===== src/rtl/store_queue_pkg.sv =====
// Shared store-queue definitions: default geometry, the entry record and
// wrap-safe sequence-number age compares used by the address stage and rename.
package store_queue_pkg;

  localparam int SQ_NUM_ENTRIES = 8;
  localparam int SQ_SQN_W       = 7;

  typedef logic [SQ_SQN_W-1:0] sqn_t;

  typedef struct packed {
    logic        valid;
    logic [29:0] addr;
    logic [31:0] data;
    logic [3:0]  mask;
    sqn_t        sqn;
  } sq_entry_t;

  // a is older than b: signed(a - b) < 0
  function automatic logic sqn_older(sqn_t a, sqn_t b);
    sqn_t d;
    d = a - b;
    return d[SQ_SQN_W-1];
  endfunction

  // a is younger than b: signed(a - b) > 0
  function automatic logic sqn_younger(sqn_t a, sqn_t b);
    sqn_t d;
    d = a - b;
    return !d[SQ_SQN_W-1] && (d != '0);
  endfunction

endpackage


===== src/rtl/store_queue_if.sv =====
// Store-queue port bundle: store uops in, commit/flush control, load forwarding
// lookup and the data-memory write port.
interface store_queue_if;
  import store_queue_pkg::*;

  logic        IN_valid;
  logic [31:0] IN_addr;
  logic [31:0] IN_data;
  logic [3:0]  IN_wmask;
  sqn_t        IN_sqN;
  logic        IN_exception;
  sqn_t        IN_comSqN;
  logic        IN_branchValid;
  sqn_t        IN_branchSqN;
  logic        IN_ldValid;
  logic [31:0] IN_ldAddr;
  sqn_t        IN_ldSqN;
  logic [3:0]  OUT_fwdMask;
  logic [31:0] OUT_fwdData;
  // Write port: a request transfers on a cycle where OUT_memValid and
  // IN_memReady are both 1; while valid and not ready, addr/data/mask hold.
  logic        OUT_memValid;
  logic [29:0] OUT_memAddr;
  logic [31:0] OUT_memData;
  logic [3:0]  OUT_memMask;
  logic        IN_memReady;
  sqn_t        OUT_baseSqN;
  logic        OUT_empty;

  modport master (
    output IN_valid, IN_addr, IN_data, IN_wmask, IN_sqN, IN_exception,
    output IN_comSqN, IN_branchValid, IN_branchSqN,
    output IN_ldValid, IN_ldAddr, IN_ldSqN, IN_memReady,
    input  OUT_fwdMask, OUT_fwdData, OUT_memValid, OUT_memAddr,
    input  OUT_memData, OUT_memMask, OUT_baseSqN, OUT_empty
  );

  modport slave (
    input  IN_valid, IN_addr, IN_data, IN_wmask, IN_sqN, IN_exception,
    input  IN_comSqN, IN_branchValid, IN_branchSqN,
    input  IN_ldValid, IN_ldAddr, IN_ldSqN, IN_memReady,
    output OUT_fwdMask, OUT_fwdData, OUT_memValid, OUT_memAddr,
    output OUT_memData, OUT_memMask, OUT_baseSqN, OUT_empty
  );

endinterface


===== src/rtl/store_queue_fwd_select.sv =====
// One byte lane of store-to-load forwarding: picks the youngest matching queue
// entry, falling back to the output register, which is always the oldest.
module sq_fwd_select
  import store_queue_pkg::*;
#(
  parameter int N = SQ_NUM_ENTRIES
) (
  input  logic [N-1:0]               cand_vld,
  input  logic [N-1:0][SQ_SQN_W-1:0] cand_age,
  input  logic [N-1:0][7:0]          cand_byte,
  input  logic                       out_vld,
  input  logic [7:0]                 out_byte,
  output logic                       hit,
  output logic [7:0]                 sel_byte
);

  logic                found;
  logic [SQ_SQN_W-1:0] best_age;
  logic [7:0]          best_byte;

  always_comb begin
    found     = 1'b0;
    best_age  = '0;
    best_byte = '0;
    // age is the offset from baseSqN, so the largest offset is the youngest
    for (int i = 0; i < N; i++) begin
      if (cand_vld[i] && (!found || $signed(cand_age[i]) > $signed(best_age))) begin
        found     = 1'b1;
        best_age  = cand_age[i];
        best_byte = cand_byte[i];
      end
    end
    hit      = found || out_vld;
    sel_byte = found ? best_byte : (out_vld ? out_byte : 8'h00);
  end

endmodule


===== src/rtl/store_queue.sv =====
// Store queue: sqN-indexed store buffer with byte forwarding to younger loads,
// mispredict flush and in-order drain through a one-entry memory write register.
module store_queue
  import store_queue_pkg::*;
#(
  parameter int NUM_ENTRIES = SQ_NUM_ENTRIES
) (
  input logic         clk,
  input logic         rst,
  store_queue_if.slave sq
);

  localparam int IDX_W = $clog2(NUM_ENTRIES);

  sq_entry_t                            entries [NUM_ENTRIES];
  sqn_t                                 base_sqn;
  logic                                 mem_valid;
  logic [29:0]                          mem_addr;
  logic [31:0]                          mem_data;
  logic [3:0]                           mem_mask;
  logic [IDX_W-1:0]                     head_idx, wr_idx;
  sq_entry_t                            head;
  logic [NUM_ENTRIES-1:0]               kill, valid_vec;
  logic                                 out_free, drain, drain_load, wr_drop, wr_en;
  logic [29:0]                          ld_word;
  logic [3:0][NUM_ENTRIES-1:0]          cand_vld;
  logic [NUM_ENTRIES-1:0][SQ_SQN_W-1:0] cand_age;
  logic [3:0][NUM_ENTRIES-1:0][7:0]     cand_byte;
  logic [3:0]                           out_vld, lane_hit;
  logic [3:0][7:0]                      lane_byte;
  logic                                 unused_addr_lsbs;

  assign unused_addr_lsbs = ^{sq.IN_addr[1:0], sq.IN_ldAddr[1:0]};

  assign head_idx   = base_sqn[IDX_W-1:0];
  assign wr_idx     = sq.IN_sqN[IDX_W-1:0];
  assign head       = entries[head_idx];
  assign out_free   = !mem_valid || sq.IN_memReady;
  assign drain      = head.valid && sqn_older(head.sqn, sq.IN_comSqN) && out_free;
  assign drain_load = drain && (head.mask != 4'd0);
  assign wr_drop    = sq.IN_branchValid && sqn_younger(sq.IN_sqN, sq.IN_branchSqN)
                      && !sqn_older(sq.IN_sqN, sq.IN_comSqN);
  assign wr_en      = sq.IN_valid && !wr_drop;

  always_comb begin
    kill      = '0;
    valid_vec = '0;
    for (int i = 0; i < NUM_ENTRIES; i++) begin
      valid_vec[i] = entries[i].valid;
      kill[i] = sq.IN_branchValid && entries[i].valid
                && sqn_younger(entries[i].sqn, sq.IN_branchSqN)
                && !sqn_older(entries[i].sqn, sq.IN_comSqN);
    end
  end

  always_ff @(posedge clk) begin
    if (rst) begin
      for (int i = 0; i < NUM_ENTRIES; i++) entries[i] <= '0;
      base_sqn  <= '0;
      mem_valid <= 1'b0;
      mem_addr  <= '0;
      mem_data  <= '0;
      mem_mask  <= '0;
    end else begin
      for (int i = 0; i < NUM_ENTRIES; i++) begin
        if (kill[i] || (drain && head_idx == IDX_W'(i))) entries[i].valid <= 1'b0;
      end
      if (wr_en) begin
        entries[wr_idx] <= '{valid: 1'b1,
                             addr:  sq.IN_addr[31:2],
                             data:  sq.IN_data,
                             mask:  sq.IN_exception ? 4'd0 : sq.IN_wmask,
                             sqn:   sq.IN_sqN};
      end
      // faulted / empty stores retire here without a memory request
      if (drain) base_sqn <= base_sqn + sqn_t'(1);
      if (drain_load) begin
        mem_valid <= 1'b1;
        mem_addr  <= head.addr;
        mem_data  <= head.data;
        mem_mask  <= head.mask;
      end else if (sq.IN_memReady) begin
        mem_valid <= 1'b0;
      end
    end
  end

  wr_slot_free: assert property (@(posedge clk) disable iff (rst) wr_en |-> !entries[wr_idx].valid);

  assign ld_word = sq.IN_ldAddr[31:2];

  always_comb begin
    cand_vld  = '0;
    cand_age  = '0;
    cand_byte = '0;
    out_vld   = '0;
    for (int i = 0; i < NUM_ENTRIES; i++) begin
      cand_age[i] = entries[i].sqn - base_sqn;
      for (int b = 0; b < 4; b++) begin
        cand_vld[b][i]  = sq.IN_ldValid && entries[i].valid && entries[i].mask[b]
                          && sqn_older(entries[i].sqn, sq.IN_ldSqN)
                          && (entries[i].addr == ld_word);
        cand_byte[b][i] = entries[i].data[8*b +: 8];
      end
    end
    for (int b = 0; b < 4; b++) begin
      out_vld[b] = sq.IN_ldValid && mem_valid && mem_mask[b] && (mem_addr == ld_word);
    end
  end

  for (genvar b = 0; b < 4; b++) begin : g_lane
    sq_fwd_select #(.N(NUM_ENTRIES)) u_sel (
      .cand_vld (cand_vld[b]),
      .cand_age (cand_age),
      .cand_byte(cand_byte[b]),
      .out_vld  (out_vld[b]),
      .out_byte (mem_data[8*b +: 8]),
      .hit      (lane_hit[b]),
      .sel_byte (lane_byte[b])
    );
  end

  assign sq.OUT_fwdMask  = lane_hit;
  assign sq.OUT_fwdData  = lane_byte;
  assign sq.OUT_memValid = mem_valid;
  assign sq.OUT_memAddr  = mem_addr;
  assign sq.OUT_memData  = mem_data;
  assign sq.OUT_memMask  = mem_mask;
  assign sq.OUT_baseSqN  = base_sqn;
  assign sq.OUT_empty    = (valid_vec == '0) && !mem_valid;

endmodule


===== src/flat_wrapper.sv =====
// flat-port wrapper written by rule: the top's interface ports become plain ports
module store_queue_flat import store_queue_pkg::*;
#(
  parameter int NUM_ENTRIES = SQ_NUM_ENTRIES
)
  (clk, rst, sq_IN_valid, sq_IN_addr, sq_IN_data, sq_IN_wmask, sq_IN_sqN, sq_IN_exception, sq_IN_comSqN, sq_IN_branchValid, sq_IN_branchSqN, sq_IN_ldValid, sq_IN_ldAddr, sq_IN_ldSqN, sq_IN_memReady, sq_OUT_fwdMask, sq_OUT_fwdData, sq_OUT_memValid, sq_OUT_memAddr, sq_OUT_memData, sq_OUT_memMask, sq_OUT_baseSqN, sq_OUT_empty);
  store_queue_if sq_i ();
  input logic clk;
  input logic rst;
  input wire logic [$bits(sq_i.IN_valid)-1:0] sq_IN_valid;
  input wire logic [$bits(sq_i.IN_addr)-1:0] sq_IN_addr;
  input wire logic [$bits(sq_i.IN_data)-1:0] sq_IN_data;
  input wire logic [$bits(sq_i.IN_wmask)-1:0] sq_IN_wmask;
  input wire logic [$bits(sq_i.IN_sqN)-1:0] sq_IN_sqN;
  input wire logic [$bits(sq_i.IN_exception)-1:0] sq_IN_exception;
  input wire logic [$bits(sq_i.IN_comSqN)-1:0] sq_IN_comSqN;
  input wire logic [$bits(sq_i.IN_branchValid)-1:0] sq_IN_branchValid;
  input wire logic [$bits(sq_i.IN_branchSqN)-1:0] sq_IN_branchSqN;
  input wire logic [$bits(sq_i.IN_ldValid)-1:0] sq_IN_ldValid;
  input wire logic [$bits(sq_i.IN_ldAddr)-1:0] sq_IN_ldAddr;
  input wire logic [$bits(sq_i.IN_ldSqN)-1:0] sq_IN_ldSqN;
  input wire logic [$bits(sq_i.IN_memReady)-1:0] sq_IN_memReady;
  output wire logic [$bits(sq_i.OUT_fwdMask)-1:0] sq_OUT_fwdMask;
  output wire logic [$bits(sq_i.OUT_fwdData)-1:0] sq_OUT_fwdData;
  output wire logic [$bits(sq_i.OUT_memValid)-1:0] sq_OUT_memValid;
  output wire logic [$bits(sq_i.OUT_memAddr)-1:0] sq_OUT_memAddr;
  output wire logic [$bits(sq_i.OUT_memData)-1:0] sq_OUT_memData;
  output wire logic [$bits(sq_i.OUT_memMask)-1:0] sq_OUT_memMask;
  output wire logic [$bits(sq_i.OUT_baseSqN)-1:0] sq_OUT_baseSqN;
  output wire logic [$bits(sq_i.OUT_empty)-1:0] sq_OUT_empty;
  assign sq_i.IN_valid = sq_IN_valid;
  assign sq_i.IN_addr = sq_IN_addr;
  assign sq_i.IN_data = sq_IN_data;
  assign sq_i.IN_wmask = sq_IN_wmask;
  assign sq_i.IN_sqN = sq_IN_sqN;
  assign sq_i.IN_exception = sq_IN_exception;
  assign sq_i.IN_comSqN = sq_IN_comSqN;
  assign sq_i.IN_branchValid = sq_IN_branchValid;
  assign sq_i.IN_branchSqN = sq_IN_branchSqN;
  assign sq_i.IN_ldValid = sq_IN_ldValid;
  assign sq_i.IN_ldAddr = sq_IN_ldAddr;
  assign sq_i.IN_ldSqN = sq_IN_ldSqN;
  assign sq_i.IN_memReady = sq_IN_memReady;
  assign sq_OUT_fwdMask = sq_i.OUT_fwdMask;
  assign sq_OUT_fwdData = sq_i.OUT_fwdData;
  assign sq_OUT_memValid = sq_i.OUT_memValid;
  assign sq_OUT_memAddr = sq_i.OUT_memAddr;
  assign sq_OUT_memData = sq_i.OUT_memData;
  assign sq_OUT_memMask = sq_i.OUT_memMask;
  assign sq_OUT_baseSqN = sq_i.OUT_baseSqN;
  assign sq_OUT_empty = sq_i.OUT_empty;
  store_queue #(.NUM_ENTRIES(NUM_ENTRIES)) u_core (.clk(clk), .rst(rst), .sq(sq_i));
endmodule

===== config.mk =====
export PLATFORM = sky130hd
export DESIGN_NAME = store_queue_flat
export DESIGN_NICKNAME = d
export VERILOG_FILES = /design/src/rtl/store_queue_pkg.sv /design/src/rtl/store_queue_if.sv /design/src/rtl/store_queue_fwd_select.sv /design/src/rtl/store_queue.sv /design/src/flat_wrapper.sv
export SDC_FILE = /design/constraint.sdc
export NUM_CORES = 2
export LEC_CHECK = 0
export BUFFER_PORTS_ARGS = -buffer_cell sky130_fd_sc_hd__buf_4
export CAP_MARGIN = 20
export CORE_MARGIN = 2
export CORE_UTILIZATION = 25
export CTS_BUF_LIST = sky130_fd_sc_hd__clkbuf_4 sky130_fd_sc_hd__clkbuf_8
export DETAILED_ROUTE_END_ITERATION = 16
export HOLD_SLACK_MARGIN = 0.15
export MAX_ROUTING_LAYER = met4
export PLACE_DENSITY = 0.42
export SYNTH_ARGS = -nofsm -noshare
export SYNTH_HDL_FRONTEND = slang
export SYNTH_SLANG_ARGS = --single-unit

===== constraint.sdc =====
create_clock -name clk -period 22.9 [get_ports clk]
set_clock_uncertainty 0.1 [all_clocks]
set_input_delay 1.145 -clock clk [delete_from_list [all_inputs] [get_ports clk]]
set_output_delay 1.145 -clock clk [all_outputs]
set_load 0.02 [all_outputs]

* Word-level counts from Yosys, hierarchy flattened
Memories as Yosys holds them, arrays and structs flattened. A register that Yosys moved wholly into a read port is not among the register bits.
Index checks and enable logic that the tools add are counted.
** Storage, ports and cells
- Bits in latches :: 0
- Memories :: 1
- Logic and storage cells :: 527
- RAM bits :: 592
- ROM bits :: 0
- Output and inout bits :: 111
- Input port bits :: 135
- Register bits after elaboration :: 74
** Cells by class
- Magnitude comparators :: 28
- Bitwise logic cells :: 8
- $add $sub $neg :: 36
- Multiply operators :: 0
- Div/mod/pow operators :: 0
- Reduce and logical (&&, ||, !) cells :: 291
- Shift operators :: 0
- Equality and inequality tests :: 16
- Muxes and demuxes :: 142
** Memories
- u_core.entries :: depth 8, width 74, read ports 9, clocked after memory_dff 1, wr ports 9, line store_queue.sv:15 : sq_entry_t entries [NUM_ENTRIES];
** Operators with widths (count)
- 8-bit two-way mux :: 40
- 30-bit == test :: 9
- 7-bit subtractor :: 35
- 7-bit greater-than comparator :: 28
- 7-bit two-way mux :: 28
- 1-bit logical AND :: 189
- 1-bit two-way mux :: 71
- 7-bit nonzero test :: 9
- 1-bit zero test :: 48
- 1-bit logical OR :: 41
- 3-bit == test (second input constant) :: 4
- 8-bit zero test :: 1
- 1-bit OR :: 8
- 7-bit by 1-bit adder with 7-bit output (second input constant) :: 1
- 3-bit by 2-bit == test with 1-bit output (second input constant) :: 2
- 3-bit two-way mux :: 2
- 4-bit two-way mux :: 1
- 4-bit nonzero test :: 1
- 3-bit by 1-bit == test with 1-bit output (second input constant) :: 1
- 3-bit zero test :: 1
- 2-bit nonzero test :: 1

* Depth between registers and ports, before layout
An unclocked memory read counts as a cell.
- Depth after elaboration :: 35
- Depth in mapped cells :: 91

* By module
Synthesis repeated with hierarchy kept, for this count alone.
** Unflattened totals
- Cells, all modules :: 4666
- Area total of the unflattened synthesis :: 48154.9 um^2
** Modules (own cells, without submodules)
- store_queue :: times used 1, area an instance 38055.2 um^2, cells each 3250, seq. area each 19238.5 um^2
- sq_fwd_select :: times used 4, area an instance 2524.9 um^2, cells each 354, seq. area each 0.0 um^2

* Worst setup path before layout
Ideal clock, no wire load.
- Kind :: input-to-output
- Start :: input port sq_IN_ldSqN[5]
- End :: output port sq_OUT_fwdData[21]
- Path slack :: 5.969 ns
- Arrival time :: 15.686 ns
- Cell stages on the path :: 84
- Data required time :: 21.655 ns
- Path buffers :: 10
- Path through :: inv_1 -> ha_1 -> a21oi_1 -> o221ai_1 -> xnor2_2 -> and3_1 -> clkbuf_1 -> nand2_1 -> ha_1 -> a21o_1 -> a2111oi_0 -> a21oi_1 -> a31oi_2 -> clkbuf_1 -> a22oi_1 -> ha_1 -> nor2b_1 -> o21a_1 -> (+48 left out) -> nand2_1 -> o21bai_1 -> clkbuf_1 -> buf_2 -> a31o_2 -> ha_1 -> nor2b_1 -> o21ai_0 -> nand2b_1 -> a21oi_1 -> nor2b_1 -> o21ai_0 -> a221o_1 -> a21o_1 -> clkbuf_1 -> o21ai_0 -> a221oi_1 -> o21ai_0
** Between the ends
- Longest elaborated chain between the ends :: 33
- Elaborated cells on any way between the ends :: 76
** Ends and longest elaborated chain
- from (decl) :: line flat_wrapper.sv:21 : input wire logic [$bits(sq_i.IN_ldSqN)-1:0] sq_IN_ldSqN;
- 7-bit subtractor :: line store_queue_pkg.sv:21 : d = a - b;
- 1-bit logical AND :: line store_queue.sv:101 : && sqn_older(entries[i].sqn, sq.IN_ldSqN)
- 1-bit logical AND :: line store_queue.sv:102 : && (entries[i].addr == ld_word);
- 7-bit two-way mux or 1-bit two-way mux (tied branches) :: line store_queue_fwd_select.sv:27 : if (cand_vld[i] && (!found || $signed(cand_age[i]) > $signed(best_age))) begin
- 7-bit greater-than comparator or 1-bit zero test (tied branches) :: line store_queue_fwd_select.sv:27
- 1-bit logical OR :: line store_queue_fwd_select.sv:27
- 1-bit logical AND :: line store_queue_fwd_select.sv:27
- 7-bit two-way mux or 1-bit two-way mux (tied branches) :: line store_queue_fwd_select.sv:27
- (+17 left out)
- 1-bit logical OR :: line store_queue_fwd_select.sv:27
- 1-bit logical AND :: line store_queue_fwd_select.sv:27
- 7-bit two-way mux or 1-bit two-way mux (tied branches) :: line store_queue_fwd_select.sv:27
- 7-bit greater-than comparator or 1-bit zero test (tied branches) :: line store_queue_fwd_select.sv:27
- 1-bit logical OR :: line store_queue_fwd_select.sv:27
- 1-bit logical AND :: line store_queue_fwd_select.sv:27
- 8-bit two-way mux or 1-bit two-way mux (tied branches) :: line store_queue_fwd_select.sv:27
- 8-bit two-way mux * :: line store_queue_fwd_select.sv:34 : sel_byte = found ? best_byte : (out_vld ? out_byte : 8'h00);
- to (decl) :: line flat_wrapper.sv:24 : output wire logic [$bits(sq_i.OUT_fwdData)-1:0] sq_OUT_fwdData;
Mark *: on every way between the ends. The rest lies on a longest branch, timed or not.

* Worst setup path in the final report
- Start :: input port sq_IN_ldSqN[5]
- End :: output port sq_OUT_fwdData[25]
The elaborated chain is that of the path after synthesis.

==> results.txt <==
* Number of global-route vias before repair: 36719
- The run finished with clean final reports.
* Worst path slowest cell: a21o_1
- Global route total overflow: 0
* Max frequency: 0.05040 GHz
- Worst setup EP type: primary output
- Power comes to 3396 µW.
- Hold_buf cts: 0
- HPWL after DPL: 143100 µm
- Die area: 195900 µm²
* Drt wl/cell: 27.65 µm
* Post-detailed-route DRC marker count: 0
- Number of post-CTS setup repair buffers: 0
- Register clock-pin slew on the reported worst setup and hold paths: 0.07 ns
- Number of antenna violations at the first check in global routing: 17
- The final route contains 36081 vias.
- The synthesized design spends more area on one cell type than any other, namely edfxtp_1.
- The first global-routing pass estimated 283000 µm of wire.
- Final antenna-violating net count: 0
- Synth warnings: 0
- Delay contributed by the slowest stage of the critical path: 0.76 ns
- The later pin in the worst-skew pair is clocked with a latency of 0.90 ns.
* Most frequent CP cell: o21ai_0
- The netlist uses 95 different library cells.
* Top post-synthesis cells by count: edfxtp_1, and2_1, ha_1
- The number of clock buffers added by TritonCTS is 118.
* Final Cycle Share: 86.64%
- Endpoints failing setup: 0
- In the global route stage, overall resource usage came out at 20.70%.
* Path type of the worst min-delay path: reg -> reg
- Number of placed I/O pins: 246
- Share of cells above drive strength 1: 17.45%
- Wire length reported by the detailed router: 201300 µm
- Proportion of netlist area held by the largest area contributor: 36.45%
- For this run, the detailed router's first-pass iteration total came to 6.
- Detailed router's first-iteration violation count: 2487
* CP Launch Type: input port
- In this run the worst path has a maximum fanout of 32.
- In this run, synthesis produced a sequential element count of 669.
- In this run the tightest slew margin relative to its limit is 25.43%.
- Proportion of synthesized chip area in sequential cells: 39.99%
- Hold Fails Final Rpt: 0
- In the post-synthesis netlist, the cell with the most instances is edfxtp_1.
- Area delta synth->final: 15.36%
- Floorplan Core Area: 191800 µm²
- Largest net degree at the start of global routing: 89
- Power spread over the standard cell area amounts to 61.19 nW/µm².
- The H-tree generated during clock tree synthesis spans 3 levels.
* Post-synth design cell area: 48110 µm²
- Highest ir drop seen on vdd: 38.70 µV
* Post-route minimum period: 19.84 ns
* Routability Congestion: 0.8885
* Post-detailed-placement cell area: 52860 µm²
- After clock tree synthesis, the repair step resized 0 gates.
- Net count of the finished layout: 5189
- Pin slew with the least headroom to its limit: 1.115 ns
* Worst setup path class: in -> out
- LEAKAGE: 0.02047 µW
* Asr flop ratio synth: 0%
* Synth Instances: 4415
- Initial core utilization: 25.08%
- The floorplan has 161 rows.
- PortBufs: 241
- In this run the deepest clock path goes through 3 buffers.
- Total instance count after detailed placement: 7047
- CTS saw 669 sinks.
- The die is 442.7 µm tall.
* TritonCTS clock tree: done
- A synthesized cell averages 10.90 µm².
* Top post-synthesis cells by area: edfxtp_1, ha_1, and2_1
* Clock root buffer: clkbuf_8
* Required time at the worst-slack endpoint: 21.66 ns
- Summed negative setup slack over all endpoints: 0 ns
- Cell Count, Final, Fillers Out: 7281
- Vias per Instance: 4.956
- Setup repair after global routing left no endpoint under its margin.
* Max-slew violation count: 0
* Number of enable-type register cells in the synthesized netlist: 584
- In this run the horizontal extent of the chip is 442.7 µm.
* Non-Filler Cell Area, Final: 55500 µm²
- The tool flagged a number of max-cap violations equal to 0.
- Data arrives at the worst endpoint at 18.60 ns.
- Among all flip-flop cells after synthesis, the most frequent one is edfxtp_1.
## logic make-up after synthesis
logic type / share of synthesized area, %
multiplexers: 10.87
buffers and inverters: 3.727
XOR/XNOR: 7.423
flip-flops: 39.99
other: 0.007795
AO/OA/AOI/OAI: 10.98
AND/OR/NAND/NOR: 16.04
adder cells (fa/ha/maj): 10.96
## final cells by class
class,count,area [µm²]
clock buffers,182,2223
fillers,19923,136300
diodes,9,22.52
multi-input cells,3340,27250
inverters,179,671.9
repair buffers,335,2547
flip-flops and latches,669,19250
clock inverters,41,375.4
well taps,2526,3161
## final timing paths
kind | cells after the start | start | slack, ns | to
min reg2reg | 2 | u_core.sq.OUT_memMask[0]$_SDFFE_PP0P_ | 0.42 | u_core.sq.OUT_memMask[0]$_SDFFE_PP0P_
max reg2reg | 15 | flip-flop | 17.35 | u_core.sq.OUT_memData[11]$_SDFFE_PP0P_
max | 81 | sq_IN_ldSqN[5] | 3.06 | sq_OUT_fwdData[25]
min | 2 | u_core.sq.OUT_memMask[0]$_SDFFE_PP0P_ | 0.42 | u_core.sq.OUT_memMask[0]$_SDFFE_PP0P_
## through the flow
step / hold WS (ns) / util (%) / setup slack (ns)
finish: 0.4187 / 28.94 / 3.060
global route: 0.4305 / 28.93 / 1.641
CTS: 0.3833 / 28.92 / 3.036
detailed placement: 0.4131 / 27.56 / 3.298
global placement: 0.4055 / 27.55 / 3.194
floorplan: 0.4045 / - / 5.969
## registers in the layout, indices dropped and copies added (netlist names), named ones only
name,flops
u_core.sq.OUT_memData,32
u_core.sq.OUT_memValid,1
u_core.sq.OUT_memMask,4
u_core.sq.OUT_memAddr,30
u_core.sq.OUT_baseSqN,7
u_core.entries,592
## metal layers
layer	share of wire, %	global-route usage (%)
met2	49	34.68
met1	45	26.70
met5	0	-
met3	3.8	2.012
met4	2.8	5.403
## layout by cell type, fill, tap and decap left out, drive strengths merged, types with 129 or more instances in the layout
cell type  synthesis  final
nor2             283    283
inv              178    183
nand2            239    239
o21ai            141    141
xnor2            148    148
mux4             148    148
a21oi            155    155
and2             556    556
clkbuf           141    182
buf               97    335
edfxtp           584    584
ha               394    394
xor2             258    258
mux2i            129    129
## critical path: cells and delay by family
family | cells | cell delay [ns]
adders and majority gates | 8 | 2.39
xor gates and xnor gates | 1 | 0.57
AOI/OAI and AO/OA | 43 | 8.90
and+or+nand+nor | 18 | 2.74
muxes | 2 | 0.71
buffers and inverters | 9 | 2.08
## power by group
part           internal [µW]  leakage (µW)  switching, µW
clock                    679       0.00138            568
sequential              1400       0.00628           71.2
combinational            254        0.0128            419
(Power assumes the default switching activity.)
